[src/rtl/mcal_pkg.sv]
// mcal_pkg: shared types and calendar rules for the Darian date counter.
//   NUM_MONTHS  months per Darian year (0..23)
//   month_t     5-bit month index
//   sol_t       5-bit sol-of-month (1-based)
//   is_leap     leap-year rule
//   month_len   month length in sols for a given month and leap flag
package mcal_pkg;

  localparam int unsigned NUM_MONTHS = 24;

  typedef logic [4:0] month_t;
  typedef logic [4:0] sol_t;

  localparam month_t LAST_MONTH = month_t'(NUM_MONTHS - 1);
  localparam sol_t   LEN_SHORT  = 5'd27;
  localparam sol_t   LEN_LONG   = 5'd28;

  // Odd years are leap; even years are leap only on decades, with the
  // century exception itself overridden every 500 years.
  function automatic logic is_leap(input logic [31:0] y);
    logic dec, cen, q500;
    dec  = ((y % 32'd10) == 32'd0);
    cen  = ((y % 32'd100) == 32'd0);
    q500 = ((y % 32'd500) == 32'd0);
    return y[0] | (dec & (~cen | q500));
  endfunction

  // Every sixth month is short; the final month gains a sol in leap years.
  function automatic sol_t month_len(input month_t m, input logic ly);
    if ((m == LAST_MONTH) && ly)
      return LEN_LONG;
    if ((32'(m) % 32'd6) == 32'd5)
      return LEN_SHORT;
    return LEN_LONG;
  endfunction

endpackage

[src/rtl/mcal_month_len.sv]
// mcal_month_len: combinational month-length decode.
//   i_month  month index 0..23
//   i_leap   year is leap
//   o_d27    month is 27 sols long
//   o_d28    month is 28 sols long
module mcal_month_len
  import mcal_pkg::*;
(
  input  month_t i_month,
  input  logic   i_leap,
  output logic   o_d27,
  output logic   o_d28
);

  sol_t w_len;

  assign w_len = month_len(i_month, i_leap);
  assign o_d27 = (w_len == LEN_SHORT);
  assign o_d28 = (w_len == LEN_LONG);

endmodule

[src/rtl/mcal_date_counter.sv]
// mcal_date_counter: Darian calendar year/month/sol counter, one sol per tick.
//   clk, rst            clock; synchronous active-high reset
//   tick                advance one sol
//   load                load load_year/load_month/load_sol (priority over tick)
//   load_year/month/sol date to load; rejected with load_err if invalid
//   dir                 0=forward, 1=backward (only with MCAL_DEC_EN)
//   year, month, sol    current date
//   leap, d27, d28      current year leap flag, one-hot month length
//   new_month, new_year 1-cycle pulses on tick-driven rollovers
//   load_err            1-cycle pulse on rejected load
// Build option: define MCAL_DEC_EN to enable backward ticking via dir.
module mcal_date_counter
  import mcal_pkg::*;
#(
  parameter int unsigned YEAR_W    = 12,
  parameter int unsigned INIT_YEAR = 0
) (
  input  logic              clk,
  input  logic              rst,
  input  logic              tick,
  input  logic              load,
  input  logic [YEAR_W-1:0] load_year,
  input  logic [4:0]        load_month,
  input  logic [4:0]        load_sol,
  input  logic              dir,
  output logic [YEAR_W-1:0] year,
  output logic [4:0]        month,
  output logic [4:0]        sol,
  output logic              leap,
  output logic              d27,
  output logic              d28,
  output logic              new_month,
  output logic              new_year,
  output logic              load_err
);

  logic [YEAR_W-1:0] r_year;
  month_t            r_month;
  sol_t              r_sol;
  logic              r_new_month;
  logic              r_new_year;
  logic              r_load_err;

  logic [YEAR_W-1:0] w_year_n;
  month_t            w_month_n;
  sol_t              w_sol_n;
  logic              w_new_month_n;
  logic              w_new_year_n;
  logic              w_load_err_n;

  logic              w_leap;
  logic              w_d27;
  logic              w_d28;
  sol_t              w_cur_len;

  logic              w_ld_leap;
  logic              w_ld_d27;
  logic              w_ld_d28;
  sol_t              w_ld_len;
  logic              w_load_ok;

  assign w_leap = is_leap(32'(r_year));

  mcal_month_len u_len_cur (
    .i_month (r_month),
    .i_leap  (w_leap),
    .o_d27   (w_d27),
    .o_d28   (w_d28)
  );

  assign w_cur_len = w_d27 ? LEN_SHORT : LEN_LONG;

  // Validation uses the leap flag of the year being loaded, not the current one.
  assign w_ld_leap = is_leap(32'(load_year));

  mcal_month_len u_len_load (
    .i_month (load_month),
    .i_leap  (w_ld_leap),
    .o_d27   (w_ld_d27),
    .o_d28   (w_ld_d28)
  );

  assign w_ld_len  = w_ld_d27 ? LEN_SHORT : LEN_LONG;
  assign w_load_ok = (load_month <= LAST_MONTH) && (load_sol != '0) &&
                     (load_sol <= w_ld_len);

`ifdef MCAL_DEC_EN
  logic [YEAR_W-1:0] w_year_dec;
  month_t            w_month_dec;
  sol_t              w_prev_len;

  assign w_year_dec  = r_year - 1'b1;
  assign w_month_dec = (r_month == '0) ? LAST_MONTH : (r_month - 5'd1);
  // Stepping back out of month 0 lands in the previous year's last month,
  // so its length depends on that year's leap flag.
  assign w_prev_len  = (r_month == '0) ? month_len(w_month_dec, is_leap(32'(w_year_dec)))
                                       : month_len(w_month_dec, w_leap);
`else
  logic w_unused_dir;
  assign w_unused_dir = dir ^ w_d28 ^ w_ld_d28;
`endif

  always_comb begin
    w_year_n      = r_year;
    w_month_n     = r_month;
    w_sol_n       = r_sol;
    w_new_month_n = 1'b0;
    w_new_year_n  = 1'b0;
    w_load_err_n  = 1'b0;
    if (load) begin
      if (w_load_ok) begin
        w_year_n  = load_year;
        w_month_n = load_month;
        w_sol_n   = load_sol;
      end else begin
        w_load_err_n = 1'b1;
      end
    end else if (tick) begin
`ifdef MCAL_DEC_EN
      if (dir) begin
        if (r_sol > 5'd1) begin
          w_sol_n = r_sol - 5'd1;
        end else begin
          w_sol_n       = w_prev_len;
          w_month_n     = w_month_dec;
          w_new_month_n = 1'b1;
          if (r_month == '0) begin
            w_year_n     = w_year_dec;
            w_new_year_n = 1'b1;
          end
        end
      end else
`endif
      begin
        if (r_sol < w_cur_len) begin
          w_sol_n = r_sol + 5'd1;
        end else begin
          w_sol_n       = 5'd1;
          w_new_month_n = 1'b1;
          if (r_month == LAST_MONTH) begin
            w_month_n    = '0;
            w_year_n     = r_year + 1'b1;
            w_new_year_n = 1'b1;
          end else begin
            w_month_n = r_month + 5'd1;
          end
        end
      end
    end
  end

  always_ff @(posedge clk) begin
    if (rst) begin
      r_year      <= YEAR_W'(INIT_YEAR);
      r_month     <= '0;
      r_sol       <= 5'd1;
      r_new_month <= 1'b0;
      r_new_year  <= 1'b0;
      r_load_err  <= 1'b0;
    end else begin
      r_year      <= w_year_n;
      r_month     <= w_month_n;
      r_sol       <= w_sol_n;
      r_new_month <= w_new_month_n;
      r_new_year  <= w_new_year_n;
      r_load_err  <= w_load_err_n;
    end
  end

  assign year      = r_year;
  assign month     = r_month;
  assign sol       = r_sol;
  assign leap      = w_leap;
  assign d27       = w_d27;
  assign d28       = w_d28;
  assign new_month = r_new_month;
  assign new_year  = r_new_year;
  assign load_err  = r_load_err;

endmodule
[config.mk]
export PLATFORM = sky130hd
export DESIGN_NAME = mcal_date_counter
export DESIGN_NICKNAME = d
export VERILOG_FILES = /design/src/rtl/mcal_pkg.sv /design/src/rtl/mcal_month_len.sv /design/src/rtl/mcal_date_counter.sv
export SDC_FILE = /design/constraint.sdc
export NUM_CORES = 1
export LEC_CHECK = 0
export BUFFER_PORTS_ARGS = -buffer_cell sky130_fd_sc_hd__buf_2
export CORE_ASPECT_RATIO = 0.6
export CORE_MARGIN = 2
export CORE_UTILIZATION = 45
export DETAILED_ROUTE_END_ITERATION = 6
export MAX_ROUTING_LAYER = met4
export PLACE_DENSITY = 0.64
export SLEW_MARGIN = 20
export SYNTH_ARGS = -nofsm -noshare
export SYNTH_HDL_FRONTEND = slang
export SYNTH_SLANG_ARGS = --single-unit
[constraint.sdc]
create_clock -name clk -period 13.7 [get_ports clk]
set_input_delay 2.055 -clock clk [delete_from_list [all_inputs] [get_ports clk]]
set_output_delay 2.055 -clock clk [all_outputs]
set_load 0.02 [all_outputs]
==> results of run 1 <==
==> cell families after synthesis <==
group                      Yosys count  synth area share [%]
AOI/OAI and AO/OA                  597                  43.8
xor gates and xnor gates            53                  4.83
adders and majority gates           35                  4.18
buffers and inverters              152                  6.41
DFF                                 25                  5.13
muxes                               30                  3.18
and+or+nand+nor                    614                  32.5
==> worst paths after layout <==
| path | startpoint | end |
|---|---|---|
| setup / recovery | load_year[9] | year[10]$_SDFFE_PP0P_ |
| hold reg to reg | sol[4]$_SDFFE_PP0P_ | new_month$_SDFF_PP0_ |
| hold / removal | sol[4]$_SDFFE_PP0P_ | new_month$_SDFF_PP0_ |
| setup reg to reg | year[10]$_SDFFE_PP0P_ | year[4]$_SDFFE_PP0P_ |
==> layout by cell type (no fill, tap or decap), types with 16 or more instances in the layout <==
| cell type | n |
|---|---|
| inv_1 | 36 |
| nor2_1 | 142 |
| nand3_1 | 70 |
| buf_4 | 16 |
| a31oi_1 | 22 |
| o31ai_1 | 17 |
| dfxtp_1 | 25 |
| o22ai_1 | 21 |
| and2_1 | 20 |
| ha_1 | 23 |
| a21o_1 | 26 |
| nand4_1 | 20 |
| a21oi_1 | 115 |
| nand2_1 | 133 |
| or3_1 | 19 |
| o21ai_1 | 16 |
| o211ai_1 | 28 |
| buf_2 | 53 |
| xnor2_1 | 40 |
| o21ai_0 | 96 |
| and3_1 | 21 |
| mux2i_1 | 22 |
| nor4_1 | 19 |
| nor3_1 | 63 |
| a211oi_1 | 36 |
==> state kept, by name, indices dropped and copies added, names as in the netlist <==
register and flops:
new_month 1, year 12, sol 5, new_year 1, load_err 1, month 5
==> power by group <==
group	internal (mW)	switching, mW	leakage [nW]
Sequential	0.0763	0.00744	0.204
Combinational	0.275	0.494	3.45
Clock	0.0395	0.0288	0.0409
==> worst max-delay path, delay by kind of cell <==
family / cells / cell delay (ps)
AOI/OAI and AO/OA: 19 / 3990
adders and majority gates: 2 / 550
buffers and inverters: 4 / 550
muxes: 1 / 300
and+or+nand+nor: 13 / 4420
==> per-layer routing <==
metal / track usage (%) / vias up
met5: - / -
met1: 45.6 / 5615
met4: 2.23 / 0
met3: 6.93 / 38
li1: - / 5783
met2: 36.1 / 695
==> cell type report <==
| cell class | instances | area (um2) | area share, % |
|---|---|---|---|
| Clock buffer | 3 | 75.1 | 0.743 |
| Tap cell | 279 | 349 | 3.46 |
| Timing Repair Buffer | 69 | 385 | 3.82 |
| Sequential cell | 25 | 500 | 4.95 |
| Inverter | 39 | 146 | 1.45 |
| Clock inverter | 1 | 5.00 | 0.0495 |
| Multi-Input combinational cell | 1329 | 8640 | 85.5 |
==> stage by stage <==
step	cell area, um2	instances	setup slack [ps]
finish	10100	1745	1990
global route	10100	1745	1150
CTS	10100	1745	2170
detailed placement	10000	1741	1930
global placement	10000	1741	2040
floorplan	9760	1506	3600
==> reports/metrics.yaml, run 1 <==
maxClockFrequency_ghz: 0.0854
cp-end-kind: "flip-flop"
dp_hpwl_um: 25300
die_w_um: 194
ys_warn_count: 0
status: "finished clean"
fin_nets: 1517
setup_tns_ps: 0
cts_tree: "done"
cts_made_buffers: 3
route.detailed.drc: 0
port_buffers: 53
p_per_area_mw_per_mm2: 91.3
drive_gt1_share_pct: 10.0
hp-class: "flip-flop to flip-flop"
crit_path_max_incr_delay_ps: 710
ir_drop_v: 0.0000623
period_needed_ps: 11710
synth-main-ff-cell: "dfxtp_1"
clock_sinks: 25
drt-total-wl_um: 33800
arrival_ps: 11890
synth_cell_types: 114
synth_commonest_cells: "nor2_1 (142), nand2_1 (133), a21oi_1 (115)"
wl_per_cell_um: 19.4
num_rows: 41
slew_viol_final: 0
synth_top_area_share_pct: 5.89
max-cap-violations: 0
insertion_delay_ps: 270
utilization_pct: 47.8
rsz0062_at_grt: "no"
fin_total_pwr_mw: 0.922
wl_met1_um: 17100
grt_first_pass_wirelength_um: 54300
initial_core_util_pct: 46.2
whs_ps: 573
cpMaxStageDelayCell: "and2_0"
antenna_found_initial: 0
synth_edf_count: 0
hold_path_depth: 2
ys_seq_area_share_pct: 5.13
setup_viol: 0
r2r_slack_ps: 2710
drt_first_pass_iters: 5
yosysMostFrequentCell: "nor2_1"
grt_pass1_vias: 10300
cts_hold_buf: 0
synth_area_leader_cell: "a21oi_1"
clockBufferDepth: 2
reg2reg_depth: 36
async_flop_share_pct: 0
pin_count: 55
power_leakage_nw: 3.69
wl_met2_um: 12400
die_h_um: 118
syn-mean-instance-area_um2: 6.48
cts_setup_buffers: 0
grt_max_degree: 50
antenna_left: 0
synth_nets: 1556
drt_iter0_drc: 1518
synth.area.top_cells: "a21oi_1 (5.9%), nor2_1 (5.5%), dfxtp_1 (5.1%), nand2_1 (5.1%), o21ai_0 (4.9%)"
track_usage_pct: 28.6
die_area_mm2: 0.0229
vias_per_cell: 6.95
gp_congestion: 0.965
wl_met3_um: 4020
fillers: 2206
critPathLaunchType: "primary input"
ctsRootBufferMaster: "clkbuf_16"
ys_ff_latch: 25
syn-cell-area_mm2: 0.00976
cts_resized: 0
grt_overflow: 0
required_ps: 13880
h-tree-depth: 1
crit_fanout: 18
antenna_cells: 0
highest_layer: "met4"
fin_skew_ps: 3.26
fp.coreArea_mm2: 0.0211
area_delta_synth_final_pct: 3.45
path_clk_slew_ps: 70
synthCells: 1506
hold_violations: 0
vias: 12100
tightest_slew_ps: 998
relSlewSlack_pct: 31.8
finalCritPeriodShare_pct: 85.5
path_class: "primary input to flip-flop"
Note: power is estimated with default switching activity, not from simulation.
==> inputs of run 2 (changes only) <==
PLACE_DENSITY = 0.66   (was 0.64)
clock period = 10.2 ns   (was 13.7 ns; I/O delays follow)
==> reports/metrics.yaml, run 2 (synthesis results as in run 1) <==
status: "finished clean"
fin_nets: 1571  # +3.6%
seqPwrFrac_pct: 8.7  # -0.4 points
wl_met2_um: 12600  # +1.4%
crit_path_max_incr_delay_ps: 520  # -190 ps
pwr-share-comb_pct: 84.2  # +0.7 points
relSlewSlack_pct: 40.5  # +8.7 points
die_h_um: 118  # unchanged
clock_sinks: 25  # unchanged
port_buffers: 53  # unchanged
initial_core_util_pct: 46.2  # unchanged
final_common_cell: "nor2_1"
pin_count: 55  # unchanged
tightest_slew_ps: 888  # -110 ps
num_rows: 41  # unchanged
power.net_switching_mw: 0.724  # +36%
wl_met3_um: 4590  # +14%
track_usage_pct: 29.0  # +0.39 points
finalCritPeriodShare_pct: 95.9
wl_per_cell_um: 19.0  # -1.8%
drive_gt1_share_pct: 14.6  # +4.6 points
vias: 12500  # +3.3%
critPathLaunchType: "flip-flop"
drt_first_pass_iters: 6  # +1
die_w_um: 194  # unchanged
insertion_delay_ps: 270  # about the same
drt_iter0_drc: 1654  # +9.0%
largest_reg_flops: 12  # unchanged
grt_pass1_vias: 10700  # +3.5%
antenna_cells: 0  # unchanged
highest_layer: "met4"
ir_drop_v: 0.0000996  # +60%
place_ws_ps: -56.1  # -1990 ps
path_buf_inv: 3  # -1
fin_skew_ps: 3.86  # +0.597 ps
path_clk_slew_ps: 70  # about the same
cts_tree: "done"
area_delta_synth_final_pct: 8.64
antenna_found_initial: 0  # unchanged
drt-total-wl_um: 34200  # +1.2%
grt_overflow: 0  # unchanged
cts_made_buffers: 3  # unchanged
die_area_mm2: 0.0229  # unchanged
utilization_pct: 50.2  # +2.4 points
path_class: "flip-flop to output port"
clockBufferDepth: 2  # unchanged
fillers: 2129  # -3.5%
cp_top_family: "compound AO/OA/AOI/OAI gates"
fp.coreArea_mm2: 0.0211  # unchanged
p_int_mw: 0.569  # +45%
cp-end-kind: "output port"
route.detailed.drc: 0  # unchanged
hold_violations: 0  # unchanged
dp_cells: 1790  # +2.8%
maxClockFrequency_ghz: 0.102
crit_fanout: 8  # -10
hp-class: "flip-flop to flip-flop"
cts_hold_buf: 0  # unchanged
whs_ps: 551  # -22.0 ps
layout_common_cells: "nor2_1 (138), nand2_1 (130), a21oi_1 (114)"
vias_per_cell: 6.96  # +0.18%
cpMaxStageDelayCell: "o31ai_2"
arrival_ps: 8250  # -3640 ps
setup_viol: 0  # unchanged
setup_ws_ps: 421  # -1560 ps
ctsRootBufferMaster: "clkbuf_16"
fin_total_pwr_mw: 1.29  # +40%
clkPwrFrac_pct: 7.1  # -0.3 points
gp_congestion: 0.960  # -0.52%
grt_max_degree: 50  # unchanged
wl_met1_um: 16700  # -2.6%
grt_first_pass_wirelength_um: 55400  # +2.1%
h-tree-depth: 1  # unchanged
slew_viol_final: 0  # unchanged
switching_share_pct: 56.0  # -1.6 points
layout.cells.non_filler: 1799  # +3.1%
dp_hpwl_um: 25700  # +1.8%
period_needed_ps: 9780
required_ps: 8670  # -5210 ps
power_leakage_nw: 3.96  # +7.4%
antenna_left: 0  # unchanged
p_per_area_mw_per_mm2: 122  # +34%
max-cap-violations: 0  # unchanged
[run 2: final timing paths]
| kind | slack (ps) | end | cells past startpoint | startpoint |
|---|---|---|---|---|
| setup / recovery | 420 | d27 | 29 | year[9]$_SDFFE_PP0P_ |
| hold / removal | 550 | new_month$_SDFF_PP0_ | 2 | sol[4]$_SDFFE_PP0P_ |
| setup reg to reg | 620 | year[8]$_SDFFE_PP0P_ | 38 | year[9]$_SDFFE_PP0P_ |
| hold reg to reg | 550 | new_month$_SDFF_PP0_ | 2 | sol[4]$_SDFFE_PP0P_ |
[run 2: layer usage]
metal | track usage [%] | up-vias
li1 | - | 5913
met1 | 46.0 | 5758
met2 | 36.8 | 815
met3 | 6.02 | 43
met4 | 4.12 | 0
met5 | - | -
[run 2: through the flow]
stage | TNS, ps | cell area [um2]
after global placement | 0 | 10400
after detailed placement | -141 | 10400
after floorplan | 0 | 9760
after global routing | -239 | 10600
final | 0 | 10600
after CTS | 0 | 10500
[run 2: final cells by class]
cell class / count / area (um2) / share of cell area (%)
inverter: 39 / 146 / 1.38
tap: 279 / 349 / 3.29
clock buffer: 4 / 78.8 / 0.743
sequential: 25 / 500 / 4.72
multi-input combinational: 1329 / 8740 / 82.4
timing repair buffer: 123 / 791 / 7.45
[run 2: power by group through the flow]
stage	clock (mW)	sequential (mW)	combinational, mW
global placement	0	0.114	1.01
floorplan	0	0.116	0.793
detailed placement	0	0.114	1.03
finish	0.0919	0.112	1.09
global route	0.0967	0.113	1.18
CTS	0.0930	0.112	1.03
[run 2: worst min-delay path, delay by kind of cell, from the launching register on]
family	cells	cell delay, ps
DFF	1	350
and+or+nand+nor	1	110
AOI/OAI and AO/OA	1	50
[run 2: what timing repair did]
| item | in CTS | in global routing |
|---|---|---|
| buffers inserted | 0 | 5 |
| resized for setup | 0 | 26 |
| endpoints found under the hold margin | 0 | 0 |
| endpoints found under the setup margin | 0 | 25 |
==> inputs of run 3 (changes only) <==
==> constraint.sdc (replaced) <==
create_clock -name clk -period 10.2 [get_ports clk]
set_input_delay 1.02 -clock clk [delete_from_list [all_inputs] [get_ports clk]]
set_output_delay 1.02 -clock clk [all_outputs]
set_load 0.02 [all_outputs]
==> reports/metrics.yaml, run 3 (synthesis results as in run 1) <==
dp_cells: 1772  # -1.0%
power.net_switching_mw: 0.717  # -0.99%
antenna_left: 0  # unchanged
cpMaxStageDelayCell: "nor4_2"
clockBufferDepth: 2  # unchanged
clock_sinks: 25  # unchanged
hold_violations: 0  # unchanged
p_int_mw: 0.557  # -2.0%
drt_iter0_drc: 1635  # -1.1%
power_leakage_nw: 3.87  # -2.5%
cts_made_buffers: 3  # unchanged
drt-total-wl_um: 34500  # +0.82%
path_clk_slew_ps: 70  # about the same
fp.coreArea_mm2: 0.0211  # unchanged
required_ps: 10360  # +1690 ps
grt_first_pass_wirelength_um: 55400  # unchanged
ir_drop_v: 0.0000861  # -13%
finalCritPeriodShare_pct: 94.7  # -1.1 points
critPathLaunchType: "flip-flop"
antenna_cells: 0  # unchanged
area_delta_synth_final_pct: 6.75
p_per_area_mw_per_mm2: 122  # +0.30%
grt_max_degree: 50  # unchanged
die_w_um: 194  # unchanged
num_rows: 41  # unchanged
route.detailed.drc: 0  # unchanged
crit_fanout: 14  # +6
setup_viol: 0  # unchanged
path_class: "flip-flop to flip-flop"
dp_hpwl_um: 26000  # +1.1%
die_h_um: 118  # unchanged
drive_gt1_share_pct: 13.0  # -1.7 points
gp_congestion: 0.961  # +0.13%
setup_tns_ps: 0  # unchanged
vias_per_cell: 7.01  # +0.58%
hp-class: "flip-flop to flip-flop"
h-tree-depth: 1  # unchanged
antenna_found_initial: 0  # unchanged
largest_reg_flops: 12  # unchanged
pwr-share-comb_pct: 84.0  # -0.2 points
fin_nets: 1549  # -1.4%
seqPwrFrac_pct: 8.8  # about the same
period_needed_ps: 9660  # -116 ps
layout_common_cells: "nor2_1 (137), nand2_1 (133), a21oi_1 (115)"
ctsRootBufferMaster: "clkbuf_16"
track_usage_pct: 29.2  # +0.21 points
crit_path_max_incr_delay_ps: 550  # +30 ps
relSlewSlack_pct: 40.0  # -0.44 points
wl_per_cell_um: 19.4  # +2.1%
pin_count: 55  # unchanged
grt_overflow: 0  # unchanged
cts_tree: "done"
tightest_slew_ps: 888  # +0.687 ps
path_buf_inv: 4  # +1
max-cap-violations: 0  # unchanged
initial_core_util_pct: 46.2  # unchanged
layout.cells.non_filler: 1777  # -1.2%
clkPwrFrac_pct: 7.2  # about the same
status: "finished clean"
final_common_cell: "nor2_1"
cp_top_family: "compound AO/OA/AOI/OAI gates"
cp-end-kind: "flip-flop"
slew_viol_final: 0  # unchanged
switching_share_pct: 56.3  # +0.25 points
maxClockFrequency_ghz: 0.103  # +1.2%
insertion_delay_ps: 270  # about the same
fin_skew_ps: 4.40  # +0.541 ps
drt_first_pass_iters: 6  # unchanged
arrival_ps: 9830  # +1580 ps
die_area_mm2: 0.0229  # unchanged
vias: 12400  # -0.65%
grt_pass1_vias: 10400  # -2.2%
port_buffers: 53  # unchanged
run 3: worst paths after layout:
path                        start                    end  slack, ps  cells after the start
max          year[9]$_SDFFE_PP0P_  year[10]$_SDFFE_PP0P_        540                     38
min           sol[4]$_SDFFE_PP0P_    new_year$_SDFF_PP0_        570                      2
max reg2reg  year[9]$_SDFFE_PP0P_  year[10]$_SDFFE_PP0P_        540                     38
min reg2reg   sol[4]$_SDFFE_PP0P_    new_year$_SDFF_PP0_        570                      2
run 3: final cells by class:
cell class | count | area (um2)
clock buffers | 4 | 78.8
flip-flops and latches | 25 | 500
repair buffers | 101 | 638
fillers | 2166 | 10700
well taps | 279 | 349
inverters | 39 | 146
multi-input cells | 1329 | 8710
run 3: timing repair:
| action | in CTS | in global routing |
|---|---|---|
| buffers inserted | 0 | 1 |
| hold buffers | 0 | 0 |
| gates resized for setup | 0 | 22 |
| setup endpoints to repair | 0 | 22 |
run 3: power groups by stage:
| stage | Combinational [mW] | Sequential [mW] | Clock (mW) |
|---|---|---|---|
| global route | 1.17 | 0.113 | 0.0983 |
| finish | 1.07 | 0.112 | 0.0915 |
| floorplan | 0.793 | 0.116 | 0 |
| CTS | 1.03 | 0.112 | 0.0938 |
| global placement | 1.00 | 0.114 | 0 |
| detailed placement | 1.02 | 0.114 | 0 |
run 3: worst min-delay path, stage by stage (launching register included):
cell and delay, ps:
dfxtp_1 350, nand4_1 110, a211oi_1 60
run 3: routing by layer:
metal	routed length [um]	GRT usage, %	vias up
met5	0	-	-
li1	-	-	5857
met1	17000	47.6	5775
met3	4670	6.99	24
met2	12600	35.5	792
met4	189	2.41	0
run 3: stage by stage:
stage / area [um2] / total power [mW] / setup slack [ps] / hold slack [ps] / util [%]
2_1_floorplan: 9760 / 0.910 / 1130 / 584 / -
3_3_place_gp: 10300 / 1.12 / 307 / 557 / 48.6
3_5_place_dp: 10300 / 1.13 / 94.5 / 541 / 48.6
4_1_cts: 10300 / 1.23 / 333 / 560 / 48.9
5_1_grt: 10400 / 1.38 / -1.72 / 572 / 49.3
6_report: 10400 / 1.27 / 537 / 565 / 49.3
